`src/rtl/uart_rx_cfg.sv`:
```
`default_nettype none
// ============================================================================
// Module   : uart_rx_cfg
// Desc     : Oversampling UART receiver with runtime parity/stop configuration,
//            3-sample majority vote, error flags and a valid/ready output.
// Revision : 1.0
// ============================================================================
module uart_rx_cfg #(
   parameter int DBITS  = 8,
   parameter int SAMPLE = 16,
   parameter int CW     = 5
) (
   input  logic             clk,
   input  logic             rst,
   input  logic             tick,
   input  logic             rx,
   input  logic [1:0]       cfg_parity,
   input  logic             cfg_stop2,
   output logic [DBITS-1:0] dout,
   output logic             rx_valid,
   input  logic             rx_ready,
   output logic             parity_err,
   output logic             frame_err,
   output logic             break_det,
   output logic             overrun,
   output logic             busy
);

   localparam int              c_BW       = (DBITS > 1) ? $clog2(DBITS) : 1;
   localparam logic [CW-1:0]   c_VOTE_A   = CW'(SAMPLE/2 - 1);
   localparam logic [CW-1:0]   c_VOTE_B   = CW'(SAMPLE/2);
   localparam logic [CW-1:0]   c_VOTE_D   = CW'(SAMPLE/2 + 1);
   localparam logic [CW-1:0]   c_CNT_LAST = CW'(SAMPLE - 1);
   localparam logic [CW-1:0]   c_CNT_ONE  = CW'(1);
   localparam logic [c_BW-1:0] c_BIT_LAST = c_BW'(DBITS - 1);
   localparam logic [c_BW-1:0] c_BIT_ONE  = c_BW'(1);

   typedef enum logic [2:0] {
      S_IDLE   = 3'd0,
      S_START  = 3'd1,
      S_DATA   = 3'd2,
      S_PARITY = 3'd3,
      S_STOP   = 3'd4
   } state_t;

   state_t            r_state, w_state_nxt;
   logic              r_rx_meta, r_rx_s;
   logic [CW-1:0]     r_cnt;
   logic [c_BW-1:0]   r_bitn;
   logic [DBITS-1:0]  r_shift;
   logic              r_smp_a, r_smp_b;
   logic              r_par_en, r_par_odd, r_stop2, r_stop_n;
   logic              r_perr_f, r_stop1_low, r_pbit;
   logic [DBITS-1:0]  r_dout;
   logic              r_valid, r_perr, r_ferr, r_brk, r_ovr;

   logic w_vote, w_at_vote, w_wrap;
   logic w_start, w_shift, w_par_chk, w_stop_chk, w_commit;
   logic w_first_low, w_ferr, w_brk;

   assign w_vote    = (r_smp_a & r_smp_b) | (r_smp_a & r_rx_s) | (r_smp_b & r_rx_s);
   assign w_at_vote = tick && (r_cnt == c_VOTE_D);
   assign w_wrap    = tick && (r_cnt == c_CNT_LAST);

   // With two stop bits the first one's level was latched a bit period earlier.
   assign w_first_low = r_stop_n ? r_stop1_low : ~w_vote;
   assign w_ferr      = w_first_low | ~w_vote;
   assign w_brk       = (r_shift == '0) && (!r_par_en || !r_pbit) && w_first_low;

   always_ff @(posedge clk) begin
      if (rst) begin
         r_rx_meta <= 1'b1;
         r_rx_s    <= 1'b1;
      end else begin
         r_rx_meta <= rx;
         r_rx_s    <= r_rx_meta;
      end
   end

   always_ff @(posedge clk) begin
      if (rst) r_state <= S_IDLE;
      else     r_state <= w_state_nxt;
   end

   always_comb begin
      w_state_nxt = r_state;
      w_start     = 1'b0;
      w_shift     = 1'b0;
      w_par_chk   = 1'b0;
      w_stop_chk  = 1'b0;
      w_commit    = 1'b0;
      case (r_state)
         S_IDLE: begin
            if (tick && !r_rx_s) begin
               w_state_nxt = S_START;
               w_start     = 1'b1;
            end
         end
         S_START: begin
            if (w_at_vote && w_vote) w_state_nxt = S_IDLE;
            else if (w_wrap)         w_state_nxt = S_DATA;
         end
         S_DATA: begin
            w_shift = w_at_vote;
            if (w_wrap && (r_bitn == c_BIT_LAST))
               w_state_nxt = r_par_en ? S_PARITY : S_STOP;
         end
         S_PARITY: begin
            w_par_chk = w_at_vote;
            if (w_wrap) w_state_nxt = S_STOP;
         end
         S_STOP: begin
            if (w_at_vote) begin
               w_stop_chk = 1'b1;
               if (!r_stop2 || r_stop_n) begin
                  w_commit    = 1'b1;
                  w_state_nxt = S_IDLE;
               end
            end
         end
         default: w_state_nxt = S_IDLE;
      endcase
   end

   always_ff @(posedge clk) begin
      if (rst) begin
         r_cnt       <= '0;
         r_bitn      <= '0;
         r_shift     <= '0;
         r_smp_a     <= 1'b1;
         r_smp_b     <= 1'b1;
         r_par_en    <= 1'b0;
         r_par_odd   <= 1'b0;
         r_stop2     <= 1'b0;
         r_stop_n    <= 1'b0;
         r_perr_f    <= 1'b0;
         r_stop1_low <= 1'b0;
         r_pbit      <= 1'b0;
      end else begin
         if (w_state_nxt != r_state)
            r_cnt <= '0;
         else if (tick && (r_state != S_IDLE))
            r_cnt <= (r_cnt == c_CNT_LAST) ? '0 : r_cnt + c_CNT_ONE;
         if (tick && (r_cnt == c_VOTE_A)) r_smp_a <= r_rx_s;
         if (tick && (r_cnt == c_VOTE_B)) r_smp_b <= r_rx_s;
         if (w_start) begin
            r_par_en    <= (cfg_parity == 2'd1) || (cfg_parity == 2'd2);
            r_par_odd   <= (cfg_parity == 2'd2);
            r_stop2     <= cfg_stop2;
            r_stop_n    <= 1'b0;
            r_bitn      <= '0;
            r_perr_f    <= 1'b0;
            r_stop1_low <= 1'b0;
            r_pbit      <= 1'b0;
         end
         if (w_shift) r_shift <= {w_vote, r_shift[DBITS-1:1]};
         if ((r_state == S_DATA) && w_wrap) r_bitn <= r_bitn + c_BIT_ONE;
         if (w_par_chk) begin
            r_pbit   <= w_vote;
            r_perr_f <= w_vote != ((^r_shift) ^ r_par_odd);
         end
         if (w_stop_chk && !r_stop_n) r_stop1_low <= ~w_vote;
         if ((r_state == S_STOP) && w_wrap) r_stop_n <= 1'b1;
      end
   end

   // Commit and accept in the same cycle keeps rx_valid high with fresh data.
   always_ff @(posedge clk) begin
      if (rst) begin
         r_dout  <= '0;
         r_valid <= 1'b0;
         r_perr  <= 1'b0;
         r_ferr  <= 1'b0;
         r_brk   <= 1'b0;
         r_ovr   <= 1'b0;
      end else if (w_commit) begin
         r_dout  <= r_shift;
         r_perr  <= r_par_en & r_perr_f;
         r_ferr  <= w_ferr;
         r_brk   <= w_brk;
         r_ovr   <= r_valid && !rx_ready;
         r_valid <= 1'b1;
      end else if (r_valid && rx_ready) begin
         r_valid <= 1'b0;
      end
   end

   assign dout       = r_dout;
   assign rx_valid   = r_valid;
   assign parity_err = r_perr;
   assign frame_err  = r_ferr;
   assign break_det  = r_brk;
   assign overrun    = r_ovr;
   assign busy       = (r_state != S_IDLE);

endmodule
`default_nettype wire

```
`config.mk`:
```
export PLATFORM = sky130hd
export DESIGN_NAME = uart_rx_cfg
export DESIGN_NICKNAME = d
export VERILOG_FILES = /design/src/rtl/uart_rx_cfg.sv
export SDC_FILE = /design/constraint.sdc
export NUM_CORES = 1
export LEC_CHECK = 0
export ABC_AREA = 1
export CAP_MARGIN = 20
export CORE_AREA = 2 2 70 72
export CTS_CLUSTER_DIAMETER = 50
export CTS_CLUSTER_SIZE = 12
export DETAILED_ROUTE_END_ITERATION = 8
export DIE_AREA = 0 0 72 74
export HOLD_SLACK_MARGIN = 0.05
export PLACE_DENSITY = 0.77
export SETUP_SLACK_MARGIN = 0.02
export SLEW_MARGIN = 5
export SYNTH_ARGS = -nofsm -noshare
export SYNTH_HDL_FRONTEND = slang
export SYNTH_SLANG_ARGS = --single-unit
```
`constraint.sdc`:
```
create_clock -name clk -period 2.2 [get_ports clk]
set_clock_uncertainty 0.05 [all_clocks]
set_input_delay 0.44 -clock clk [delete_from_list [all_inputs] [get_ports clk]]
set_output_delay 0.44 -clock clk [all_outputs]
set_load 0.03 [all_outputs]
```
# Yosys cells after proc, flatten, opt, wreduce, memory -nomap -nowiden

Index checks and enable logic that the tools add are counted.

Register bits: 43

$add $sub $neg: 2
Eq/ne operators: 13
Mux-type cells: 29
Bitwise operators: 9
Reductions and logical operators: 34

Operators by type and width:

| operator              | number |
|---|---|
| $mux W3               | 10 |
| $mux W1               | 17 |
| $eq A5 B4 Y1 const B  | 3 |
| $logic_and A1 B1 Y1   | 15 |
| $pmux W3 S5           | 1 |
| $reduce_bool A2 Y1    | 5 |
| $logic_not A8 Y1      | 1 |
| $reduce_xor A8 Y1     | 1 |
| $eq A3 B2 Y1 const B  | 2 |
| $eq A3 B3 Y1 const B  | 2 |
| $logic_not A1 Y1      | 6 |
| $add A5 B1 Y5 const B | 1 |
| $eq A5 B3 Y1 const B  | 1 |
| $mux W5               | 1 |
| $and A1 B1 Y1         | 4 |
| $add A3 B1 Y3 const B | 1 |
| $eq A3 B1 Y1 const B  | 1 |
| $logic_not A3 Y1      | 1 |
| $logic_or A1 B1 Y1    | 3 |
| $ne A3 B3 Y1          | 1 |
| $or A1 B1 Y1          | 3 |
| $reduce_bool A3 Y1    | 1 |
| $eq A2 B1 Y1 const B  | 1 |
| $eq A2 B2 Y1 const B  | 1 |
| 4 further kinds       | 4 |

# Logic depth before layout (Yosys ltp)

Gate-level depths: netlist (run 1).

Depth in word-level cells: 8
Depth in mapped cells: 13
Gate-level depth less buffers: 13

# Worst setup path after synthesis (run 1)

Ideal clock, no wire load.

Path type: register -> register
Start: register r_state[1]
End: register r_cnt[4]
Setup time: 0.064 ns
Arrival time: 1.467 ns
Data required time: 2.086 ns
Path slack: 0.619 ns
Cell stages (with the launch flop): 12
Path buffers: 0
Period minus slack after synthesis: 1.581 ns
Path through: dfxtp_1 inv_1 nand3_1 nor2_2 a21oi_1 nand2_1 clkinv_1 nand2_1 nand2_1 nand2_1 nand2_2 nor2_1

Elaborated cells between the ends (all ways): 17

RTL lines:

| item                     | RTL line | text |
|---|---|---|
| start: declaration       | 46       | `state_t r_state, w_state_nxt;` |
| start signal: assignment | 82       | `else r_state <= w_state_nxt;` |
| $reduce_bool A3 Y1       | -        |  |
| net busy                 | 26       | `output logic busy` |
| $logic_and A1 B1 Y1      | 142      | `else if (tick && (r_state != S_IDLE))` |
| end signal: assignment   | 143      | `r_cnt <= (r_cnt == c_CNT_LAST) ? '0 : r_cnt + c_CNT_ONE;` |
| end: declaration         | 48       | `logic [CW-1:0] r_cnt;` |

The timed path passes the listed nets, and every way through them passes these cells.
A chain may end at the register's enable or synchronous reset.

# Worst setup path in the final report (run 1)

Start: input port tick
End: register r_cnt[2]

Cells in the longest elaborated chain, start to end: 6
Elaborated cells between the ends (all ways): 15

RTL lines:

| item                                   | RTL line | text |
|---|---|---|
| start: declaration                     | 15       | `input logic tick,` |
| $logic_and A1 B1 Y1 (on tied branches) | 63, 62   |  |
| $mux W3, or another cell as far along  | 101      | `else if (w_wrap) w_state_nxt = S_DATA;` |
| $mux W3 (on tied branches)             | 100, 105 |  |
| $pmux W3 S5                            | 92       | `case (r_state)` |
| $ne A3 B3 Y1                           | 140      | `if (w_state_nxt != r_state)` |
| $reduce_or A2 Y1 (no source line)      | -        |  |

Parallel ways exist; a longest one is shown, timed or not.

==> results of run 1 <==
[power breakdown]
| part | internal [mW] | switching (mW) |
|---|---|---|
| Combinational | 0.0264 | 0.0350 |
| Clock | 0.227 | 0.295 |
| Sequential | 0.783 | 0.00456 |
[stage by stage]
step	hold WS (ps)	total power [mW]	util
finish	365	1.37	0.516
global route	373	1.42	0.516
CTS	373	1.38	0.516
detailed placement	349	0.867	0.496
global placement	356	0.867	0.496
floorplan	339	0.842	-
[cells in the final DEF (no fill, tap or decap), drive strengths merged, types with 4 or more instances in the layout]
cell type | Yosys | final
dfxtp | 43 | 43
nand2 | 38 | 38
xnor2 | 4 | 4
a21oi | 35 | 35
nand3 | 18 | 18
clkdlybuf4s50 | 0 | 20
nor2 | 24 | 24
o21ai | 30 | 30
inv | 34 | 34
ha | 10 | 10
nor3 | 4 | 4
clkbuf | 2 | 5
[worst max-delay path, cell delays in order]
cell	delay, ps
clkdlybuf4s50_1	620
inv_1	120
nor3_4	280
nand2_1	140
nand3_1	110
nand2_1	70
a21oi_2	140
nand2_2	100
nor2_1	90
[worst paths after layout]
kind | start | to | slack (ps) | depth (start not counted)
max reg2reg | r_cnt[0]$_SDFFE_PP0P_ | r_cnt[2]$_SDFFE_PP0P_ | 380 | 12
min | r_rx_meta$_SDFF_PP1_ | r_rx_s$_SDFF_PP1_ | 370 | 1
max | tick | r_cnt[2]$_SDFFE_PP0P_ | 280 | 9
min reg2reg | r_rx_meta$_SDFF_PP1_ | r_rx_s$_SDFF_PP1_ | 370 | 1
[final cells by class]
class | count | area share
multi-input combinational | 173 | 0.411
tap | 54 | 0.0285
sequential | 43 | 0.362
clock inverter | 3 | 0.0105
inverter | 35 | 0.0553
timing repair buffer | 24 | 0.103
clock buffer | 5 | 0.0290
[cells by family (layout without fill, tap and decap cells)]
| kind of cell | count (synthesis) | count (layout) | synth area share |
|---|---|---|---|
| buf+inv | 42 | 67 | 0.0870 |
| simple gates | 88 | 88 | 0.216 |
| flops | 43 | 43 | 0.428 |
| fa+ha+maj | 10 | 10 | 0.0622 |
| xor+xnor | 6 | 6 | 0.0261 |
| compound gates | 69 | 69 | 0.181 |
[layer usage]
layer | up-vias | GRT usage | routed length [um]
met5 | - | 0 | 0
met4 | 0 | 0.0776 | 79
li1 | 897 | - | -
met3 | 8 | 0.0352 | 161
met1 | 782 | 0.216 | 1890
met2 | 39 | 0.264 | 1790
[state kept, by name, indices dropped and copies added (netlist names)]
register and cells:
r_stop1_low 1, r_rx_s 1, r_cnt 5, break_det 1, dout 8, overrun 1, r_shift 8, r_smp_a 1
r_smp_b 1, frame_err 1, r_bitn 3, r_stop2 1, r_pbit 1, r_perr_f 1, r_par_en 1, r_rx_meta 1
r_stop_n 1, parity_err 1, r_state 3, r_par_odd 1, rx_valid 1
==> reports/results.txt, run 1 <==
CP arrival = 2110 ps
Most frequent cell after synthesis = dfxtp_1
Hold crit path type = reg -> reg
Vias per cell = 5.12
Skew-Pair Late Insertion Delay = 300 ps
# rows = 25
H-tree depth = 2
CP required = 2390 ps
Vias in the first global route = 1560
Core ar. = 4600 um^2
Fill cells = 422
Layout Area Growth over Synthesis = 18.0%
Register area = 861 um^2
Final ANT Viol Nets = 0
Post-DP Area = 2280 um^2
Vias = 1726
1st-pass router iterations = 4
Overall routed net length = 3.92 mm
Initial core utilization = 0.438
Post-CTS Setup Bufs = 0
Top FF cell, synth = dfxtp_1
Post-synth net total = 276
Final setup violation count = 0
Largest area contributor in the netlist = dfxtp_1
Clock buffer depth = 2
RSZ-0062 raised after global routing = no
Leakage dissipation = 0.928 nW
Design Area, Final = 2370 um^2
Global-route wire length before repair = 6.84 mm
Crit Path Max Fanout = 8
Post-synth EDFFs = 0
Post-synthesis cell area = 2010 um^2
Port bufs = 21
Die height = 74 um
Reg clk slew, reported paths = 80 ps
Outcome = finished, final reports clean
Inserted Diodes = 0
Number of synthesized register bits = 43
Post-Syn Instances = 258
Setup CP Type = in -> reg
Startpoint type of the worst setup path = input pin
Max_cap viols = 0
Final nets = 300
Slew Limit Fails = 0
Multi-input logic area = 977 um^2
Initial antenna violation count = 0
Setup ws final = 278 ps
Hold Fails Final Rpt = 0
Root buffer selected by CTS = clkbuf_8
Share of layout cells above drive strength 1 = 0.113
Fin cells = 337
GRT Util Overall = 0.165
Drt initial violations = 95
Yosys warns = 0
Largest net degree at the start of global routing = 20
Register area share after synthesis = 0.428
CTS tree = yes
Synth area leaders = dfxtp_1 (43%), a21oi_1 (8.2%), o21ai_0 (7.0%), nand2_1 (6.3%), ha_1 (6.2%)
FFs w/ async S/R, synth = 0
Die footprint = 5330 um^2
Num ports = 22
Worst slew margin = 0.736
Clock Sinks = 43
Routed len/inst = 11.6 um
Final Cycle Share = 0.874
Cts bufs inserted = 5
Total gr overflow = 0
Hold Buf Count CTS = 0
Syn avg cell area = 7.80 um^2
Crit path capture type = flop
Cts repair resizes = 1
Yosys top cell area share = 0.428
DP HPWL = 2.87 mm
GPL Wtd Cong = 0.772
Pwr/cell area = 577 nW/um^2
Residual DRC count = 0
Die width = 72 um
Synth top cells by count = dfxtp_1 (43), nand2_1 (34), a21oi_1 (33)
Highest clock rate = 0.520 GHz
Clock period minus worst slack = 1920 ps
Sum Neg Setup Slack = 0 ps
Netlist cell types = 30
Worst VDD drop = 0.276 mV
Actual slew at the worst max-slew pin = 395 ps
# placed instances = 329
Setup WS pre-CTS = -3.20 ps
(Power assumes the default switching activity.)
==> run 2, diff against run 1 <==
==> constraint.sdc (replaced) <==
create_clock -name clk -period 1.94 [get_ports clk]
set_clock_uncertainty 0.05 [all_clocks]
set_input_delay 0.388 -clock clk [delete_from_list [all_inputs] [get_ports clk]]
set_output_delay 0.388 -clock clk [all_outputs]
set_load 0.03 [all_outputs]
==> run 2 against run 1 <==
Power grew 13%. Sequential share of layout area shrank 0.84 points. Die area is the same. Count of clock-buffer cells in the layout is the same. Critical path depth shrank 8. Sequential power grew 13%. Non-clock buffer count grew 8. Flip-flop and latch count is the same. Clock power grew 12%. Worst hold slack gained 8.1 ps.
==> reports/results.txt, run 2 (same netlist as run 1, synthesis figures left out) <==
Outcome = finished, final reports clean
CP max-delay cell = clkdlybuf4s50_1
H-tree depth = 2 (unchanged)
CP arrival = 1320 ps (-790 ps)
CTS tree = yes
Leakage dissipation = 0.966 nW (+4.1%)
Vias per cell = 4.96 (-3.1%)
Fill cells = 426 (+0.95%)
Final ANT Viol Nets = 0 (unchanged)
1st-pass router iterations = 4 (unchanged)
Num ports = 22 (unchanged)
# placed instances = 337 (+2.4%)
Clock buffer depth = 2 (unchanged)
Hold path endpoint = r_rx_s$_SDFF_PP1_
Register area = 862 um^2 (+0.15%)
Highest clock rate = 0.569 GHz
Die width = 72 um (unchanged)
Worst R2R Setup Slack = 210 ps (-170 ps)
Final setup violation count = 0 (unchanged)
Worst VDD drop = 0.312 mV (+13%)
Clock period minus worst slack = 1760 ps
Worst path bufs/invs = 1 (-1)
GPL Wtd Cong = 0.851 (+10%)
CP required = 1500 ps (-890 ps)
Pwr/cell area = 638 nW/um^2 (+11%)
Layout Area Growth over Synthesis = 20.9%
HP Start = r_rx_meta$_SDFF_PP1_
Total gr overflow = 0 (unchanged)
Clock Sinks = 43 (unchanged)
Hold Buf Count CTS = 0 (unchanged)
Skew-Pair Late Insertion Delay = 300 ps (about the same)
R2R Path Start = r_cnt[0]$_SDFFE_PP0P_
Pwr Total = 1.55 mW (+13%)
Port bufs = 21 (unchanged)
Core ar. = 4600 um^2 (unchanged)
Crit path capture type = primary output
Most common cell after layout, fill and taps aside = dfxtp_1
Die height = 74 um (unchanged)
Root buffer selected by CTS = clkbuf_8
Slowest Stage Delay on Critical Path = 670 ps (+50 ps)
Reg clk slew, reported paths = 90 ps (about the same)
# rows = 25 (unchanged)
Final nets = 308 (+2.7%)
FF-to-FF path depth = 12 (unchanged)
Worst Hold Depth = 1 (unchanged)
DP HPWL = 2.89 mm (+1.0%)
Global-route wire length before repair = 6.78 mm (-0.91%)
Drt initial violations = 82 (-14%)
Cell Chain, Critical Path = clkdlybuf4s50_1
Inserted Diodes = 0 (unchanged)
Largest net degree at the start of global routing = 17 (-15%)
Vias in the first global route = 1605 (+2.9%)
Fin cells = 345 (+2.4%)
CP delay by family, top = buffers and inverters
GRT Util Overall = 0.162 (-0.00384)
Initial antenna violation count = 0 (unchanged)
Routed len/inst = 11.4 um (-2.3%)
Vias = 1712 (-0.81%)
Startpoint type of the worst setup path = flop
Crit Path Max Fanout = 2 (-6)
Commonest cells after routing, fill and taps aside = dfxtp_1 (42), nand2_1 (34), a21oi_1 (33), inv_1 (31), o21ai_0 (28)
Hold crit path type = reg -> reg
Slew Limit Fails = 0 (unchanged)
Multi-input logic area = 977 um^2 (unchanged)
Setup CP Type = reg -> out
Crit Reg-Reg Endpoint = r_cnt[4]$_SDFFE_PP0P_
Actual slew at the worst max-slew pin = 363 ps (-32.8 ps)
Hold Fails Final Rpt = 0 (unchanged)
Die footprint = 5330 um^2 (unchanged)
Residual DRC count = 0 (unchanged)
Share of layout cells above drive strength 1 = 0.141 (+0.0278)
Max_cap viols = 0 (unchanged)
Cts bufs inserted = 5 (unchanged)
Initial core utilization = 0.438 (unchanged)
RSZ-0062 raised after global routing = no
Fin util = 0.530 (+0.0131)
Overall routed net length = 3.92 mm (unchanged)
Sum Neg Setup Slack = 0 ps (unchanged)
Final Cycle Share = 0.906
Worst slew margin = 0.758 (+0.0222)
run 2: changes by cell type in the layout (fill, tap and decap cells not counted):
cell        delta
dfxtp_1        -1
buf_4          +8
clkinv_4       -2
inv_6          +1
clkinvlp_4     +1
dfxtp_2        +1
run 2: worst max path at each step:
stage	slack [ps]	start	cells past startpoint	to
2_1_floorplan	360	r_state[1]$_SDFF_PP0_	11	r_cnt[4]$_SDFFE_PP0P_
3_3_place_gp	0.1	tick	8	dout[6]$_SDFFE_PP0P_
3_5_place_dp	-60	tick	10	r_cnt[4]$_SDFFE_PP0P_
4_1_cts	160	r_cnt[0]$_SDFFE_PP0P_	12	r_cnt[4]$_SDFFE_PP0P_
5_1_grt	40	r_cnt[0]$_SDFFE_PP0P_	12	r_cnt[0]$_SDFFE_PP0P_
6_report	180	dout[7]$_SDFFE_PP0P_	1	dout[7]
run 2: area by class of cell:
class | instances | share of cell area
Clock buffer | 5 | 0.0283
Multi-Input combinational cell | 173 | 0.401
Clock inverter | 3 | 0.00976
Timing Repair Buffer | 32 | 0.125
Inverter | 35 | 0.0540
Tap cell | 54 | 0.0277
Sequential cell | 43 | 0.354
run 2: timing repair:
item,in CTS,in global routing
gates resized for setup,1,1
endpoints found under the setup margin,1,5
buffers inserted,0,0
run 2: metal layers:
layer | GRT usage | part of all wire | up-vias | wire length [um]
met3 | 0.0461 | 0.038 | 6 | 149
met4 | 0.0608 | 0.015 | 0 | 59
met1 | 0.212 | 0.52 | 768 | 2030
met5 | 0 | 0 | - | 0
met2 | 0.255 | 0.43 | 28 | 1690
li1 | - | - | 910 | -
run 2: power by group:
| group | leakage, nW | switching, mW | internal (mW) |
|---|---|---|---|
| combinational | 0.578 | 0.0420 | 0.0355 |
| sequential | 0.348 | 0.00508 | 0.888 |
| clock | 0.0408 | 0.326 | 0.257 |
run 2: metrics by stage:
stage | instance area (um^2) | hold WS, ps | setup WS (ps)
after global placement | 2340 | 355 | 0.102
after detailed placement | 2340 | 359 | -55.8
after floorplan | 2010 | 339 | 359
after CTS | 2430 | 383 | 164
after global routing | 2430 | 391 | 44.9
final | 2430 | 373 | 182
